## config.mk

```make
export PLATFORM = sky130hd
export DESIGN_NAME = cpu_timing_sequencer
export DESIGN_NICKNAME = d
export VERILOG_FILES = /design/src/rtl/cpu_timing_sequencer.sv
export SDC_FILE = /design/constraint.sdc
export NUM_CORES = 1
export LEC_CHECK = 0
export ABC_CLOCK_PERIOD_IN_PS = 3520
export CAP_MARGIN = 25
export CELL_PAD_IN_SITES_DETAIL_PLACEMENT = 1
export CELL_PAD_IN_SITES_GLOBAL_PLACEMENT = 1
export CORE_MARGIN = 3
export CORE_UTILIZATION = 46
export CTS_CLUSTER_SIZE = 14
export DETAILED_ROUTE_END_ITERATION = 10
export DONT_BUFFER_PORTS = 1
export PLACE_DENSITY_LB_ADDON = 0.1
export RECOVER_POWER = 25
export SLEW_MARGIN = 20
export SYNTH_ARGS = -nofsm -noshare
export SYNTH_HDL_FRONTEND = slang
export SYNTH_SLANG_ARGS = --single-unit
```

## constraint.sdc

```tcl
create_clock -name clk -period 3.52 [get_ports clk]
set_clock_uncertainty 0.2 [all_clocks]
set_input_delay 0.88 -clock clk [delete_from_list [all_inputs] [get_ports clk]]
set_output_delay 0.88 -clock clk [all_outputs]
set_load 0.005 [all_outputs]
```

## src/rtl/cpu_timing_sequencer.sv

```systemverilog
// Beat generator (one-hot T0..T7) and opcode decoder for the CPU control path.
// Fetch occupies T0..T2, execute T3..T7; supports free-run, single-step and HLT.
module cpu_timing_sequencer #(
    parameter int BEAT_DIV = 1,
    parameter int IR_W     = 8,
    parameter int ICNT_W   = 16
) (
    input  logic              clk,
    input  logic              rst_n,
    input  logic              run,
    input  logic              step,
    input  logic [IR_W-1:0]   ir,
    output logic [7:0]        t,
    output logic              ld,
    output logic              add,
    output logic              sub,
    output logic              and_op,
    output logic              or_op,
    output logic              sto,
    output logic              busy,
    output logic              halted,
    output logic              instr_done,
    output logic [ICNT_W-1:0] icount
);

    localparam int DIV_W = (BEAT_DIV > 1) ? $clog2(BEAT_DIV) : 1;
    localparam logic [DIV_W-1:0] DIV_LAST = DIV_W'(BEAT_DIV - 1);

    typedef enum logic [1:0] {
        ST_IDLE,
        ST_RUN,
        ST_STEP,
        ST_HALT
    } state_t;

    state_t           state;
    state_t           next_state;
    logic [DIV_W-1:0] div;
    logic             exec_valid;
    logic [2:0]       opcode;
    logic             active;
    logic             next_active;
    logic             beat_end;
    logic             last_beat;
    logic             hlt_end;
    logic             retire;
    logic [7:0]       next_t;
    logic             unused_ir_bits;

    assign opcode         = ir[IR_W-1 -: 3];
    assign unused_ir_bits = ^ir[IR_W-4:0];

    assign active      = (state == ST_RUN) || (state == ST_STEP);
    assign next_active = (next_state == ST_RUN) || (next_state == ST_STEP);
    assign beat_end    = active && (div == DIV_LAST);
    assign last_beat   = beat_end && t[7];
    // HLT retires at the end of T3; T4..T7 are never issued for it
    assign hlt_end     = beat_end && t[3] && (opcode == 3'b111);
    assign retire      = last_beat || hlt_end;

    always_ff @(posedge clk or negedge rst_n) begin
        if (!rst_n) begin
            state <= ST_IDLE;
        end else begin
            state <= next_state;
        end
    end

    always_comb begin
        next_state = state;
        case (state)
            ST_IDLE: begin
                if (run) begin
                    next_state = ST_RUN;
                end else if (step) begin
                    next_state = ST_STEP;
                end
            end
            ST_RUN, ST_STEP: begin
                if (hlt_end) begin
                    next_state = ST_HALT;
                end else if (last_beat) begin
                    next_state = run ? ST_RUN : ST_IDLE;
                end
            end
            default: next_state = ST_HALT;
        endcase
    end

    always_comb begin
        ld     = 1'b0;
        add    = 1'b0;
        sub    = 1'b0;
        and_op = 1'b0;
        or_op  = 1'b0;
        sto    = 1'b0;
        if (exec_valid) begin
            case (opcode)
                3'b001:  ld     = 1'b1;
                3'b010:  add    = 1'b1;
                3'b011:  sub    = 1'b1;
                3'b100:  and_op = 1'b1;
                3'b101:  or_op  = 1'b1;
                3'b110:  sto    = 1'b1;
                default: ;
            endcase
        end
    end

    always_comb begin
        next_t = t;
        if (!next_active) begin
            next_t = 8'h00;
        end else if (!active) begin
            next_t = 8'h01;
        end else if (beat_end) begin
            next_t = {t[6:0], t[7]};
        end
    end

    // exec_valid tracks the registered beat, so it is high exactly while t is in T3..T7
    always_ff @(posedge clk or negedge rst_n) begin
        if (!rst_n) begin
            div        <= '0;
            t          <= 8'h00;
            exec_valid <= 1'b0;
            instr_done <= 1'b0;
            icount     <= '0;
            busy       <= 1'b0;
            halted     <= 1'b0;
        end else begin
            div        <= (active && next_active && !beat_end) ? div + 1'b1 : '0;
            t          <= next_t;
            exec_valid <= |next_t[7:3];
            instr_done <= retire;
            icount     <= icount + {{(ICNT_W-1){1'b0}}, retire};
            busy       <= next_active;
            halted     <= (next_state == ST_HALT);
        end
    end

endmodule

```

==> impl_results.md <==
* Final wirelength at between 2000 and 3000 um
* Cells after synthesis at 125
* Vias in the first global route at 970
* Final Critical Period at about 2.8 ns
* Largest net degree at the start of global routing at 32
* Top-count cell post-synth: dfrtp_1
* Setup TNS at 0 ns
* Clock root buffer: clkbuf_4
* Count of different cell masters after synthesis at 25
* FP Rows at 19
* Final Hold Vio Count at 0
* Fill cell count at approximately 320
* Antenna violations before repair at 0
* Pre-antenna DRT Iters at 4
* Max-cap violations at 0
* Synth top area cells: dfrtp_1 (56%), xor2_1 (6.9%), mux2i_1 (5.8%), ha_1 (4.5%), nor2_1 (4.3%)
* Sequential share of the synthesized area at between 50 and 60%
* Post-cts resize count at 0
* Most common library cells after synthesis: dfrtp_1 (31), nor2_1 (16), xor2_1 (11), nand2_1 (9), mux2i_1 (8)
* Clock-pin slew on the worst setup and hold paths at ~0.090 ns
* Routed Antenna Nets at 0
* WL/cell at 16.9 um
* Die Span Y at just over 60 um
* Clock latency on the worst-skew pair at ~0.33 ns
* Input/output buffers at 0
* Max VDD drop at around 350 uV
* Drt drc at 0
* Post-place setup slack at roughly 0.48 ns
* Layout cells sized above 1 at 5.22%
* Max H-tree Level at 2
* Post-DP HPWL at ~2000 um
* Starting density of the core at a little under 50%
* Outcome: completed
* Mapped Area at between 0.001 and 0.0015 mm2
* Clock Path Buffers at 2
* Arrival time worst endpoint at approximately 2.9 ns
* Slew headroom at roughly 3.5%
* Core area at 0.00283 mm2
* Pins Over Slew Limit at 0
* #FFs+latches synth at 31
* 1st-iter DRT viols at 24
* Most used DFF post-synth: dfrtp_1
* Req. time, crit path at about 3.5 ns
* Top cell type's share of synthesized area at a little under three fifths
* First-pass GRT wire length at 4470 um
* I/O pins at 45
* Crit-path max FO at 8
* F_max at 351 MHz
* Nets@finish at 150
* Routed vias at ~940
* Pwr Density at 545 mW/mm2
* Grt ovf at 0
* Vias/cell at between 5 and 6
* Number of synthesized flops with an enable pin at 0
* Post-synth ARST share at 100%
* Worst-Margin Slew at 1.45 ns
* Layout Cells excl Fill at roughly 170
* P_leak at approximately 0.77 nW
* Hold slack at about 0.30 ns
* # setup viols final at 0
* Mapped Nets at between 100 and 150
* Final GP Congestion at about 0.73
* CTS tree: yes
* Ys Warns at 0
* Final WS setup at a little under 0.7 ns
* Die Width at ~60 um
* Diodes inserted at 0
* Clock sinks at 31
* Die ar. at roughly 0.0037 mm2
* Placed Cells at between 150 and 200
* Synth area leader: dfrtp_1
* Post-Syn Area per Cell at roughly 11 um2
* Crit share post-route at 80.9%
* Worst setup SP type: flop
* GRT Util Overall at about 17%
* Kind of critical path: flop to flop
* HP Class: flop to flop
* Area grow syn2layout at 6.57%
* Unrepaired setup endpoints after global routing: false
* CTS buffer count at 5
* Setup crit end kind: flop
-- sequential cells by signal (all words and copies together) (netlist names) --
name / cells
exec_valid: 1
busy: 1
icount: 16
div: 1
halted: 1
state: 2
instr_done: 1
t: 8
-- report_power, final --
part | internal, mW | switching [mW] | leakage (nW)
Combinational | 0.0690 | 0.122 | 0.320
Sequential | 0.391 | 0.0287 | 0.417
Clock | 0.0778 | 0.118 | 0.0293
Total | 0.538 | 0.269 | 0.767
-- per-layer routing --
| layer | GRT usage (%) | vias up | part of all wire (%) |
|---|---|---|---|
| li1 | - | 437 | - |
| met1 | 21.1 | 466 | 45 |
| met2 | 26.0 | 33 | 46 |
| met3 | 9.15 | 2 | 8.5 |
| met4 | 5.57 | 0 | 0.75 |
| met5 | 0 | - | 0 |
-- cells in the final DEF, fill, tap and decap left out, drive strengths merged --
master,instances
clkbuf,8
clkinv,1
inv,7
and4,1
xor2,11
nor2b,2
mux2i,8
a31oi,1
nor3,4
dlygate4sd3,1
o21ai,2
o211ai,1
o21a,1
nand2b,4
conb,1
nand3,5
xnor2,3
nor4,5
or4,1
nand4,3
nor2,16
dfrtp,31
a21oi,2
a32oi,1
nand2,9
ha,5
-- metrics by stage --
step	instance area, um2	total power, mW	utilization, %
finish	1480	0.807	52.4
global route	1480	0.889	52.4
CTS	1470	0.813	51.9
detailed placement	1420	0.617	50.1
global placement	1420	0.604	50.1
floorplan	1390	0.563	-
-- cell families (layout without fill, tap and decap cells) --
family | Yosys count | after routing | synth area share, %
AO/OA/AOI/OAI | 8 | 8 | 3.60
XOR/XNOR | 14 | 14 | 8.82
other | 1 | 1 | 0.270
buffers and inverters | 8 | 17 | 2.70
AND/OR/NAND/NOR | 50 | 50 | 18.5
flip-flops | 31 | 31 | 55.8
adder cells (fa/ha/maj) | 5 | 5 | 4.50
multiplexers | 8 | 8 | 5.76
-- critical path, cell delays in order (launching register included) --
cell	delay (ns)
dfrtp_1	0.40
inv_1	0.06
ha_1	0.35
nor2b_1	0.17
a21oi_1	0.19
o21ai_0	0.16
ha_1	0.36
nand2_1	0.23
nor2_1	0.09
or4_1	0.52
-- what timing repair did --
item                      4_1_cts  5_1_grt
setup buffers                   0        0
hold endpoints to repair        0       26
hold buffers                    0        2
-- final timing paths --
| check | start | end | slack [ns] | cells past startpoint |
|---|---|---|---|---|
| setup / recovery | state[0] | exec_valid | 0.67 | 9 |
| hold / removal | icount[15] | icount[15] | 0.30 | 1 |
| setup reg to reg | state[0] | exec_valid | 0.67 | 9 |
| hold reg to reg | icount[15] | icount[15] | 0.30 | 1 |
| max in group asynchronous | rst_n | div | 1.59 | 1 |
| min in group asynchronous | rst_n | exec_valid | 0.65 | 1 |
-- area by class of cell --
class | count | area [um2] | area share (%)
flip-flops and latches | 31 | 776 | 52.4
clock buffers | 7 | 45.0 | 3.04
clock inverters | 1 | 5.00 | 0.338
well taps | 31 | 38.8 | 2.62
multi-input cells | 86 | 577 | 38.9
inverters | 7 | 26.3 | 1.77
repair buffers | 2 | 13.8 | 0.929
No activity file was read; power rests on OpenSTA's default activity.
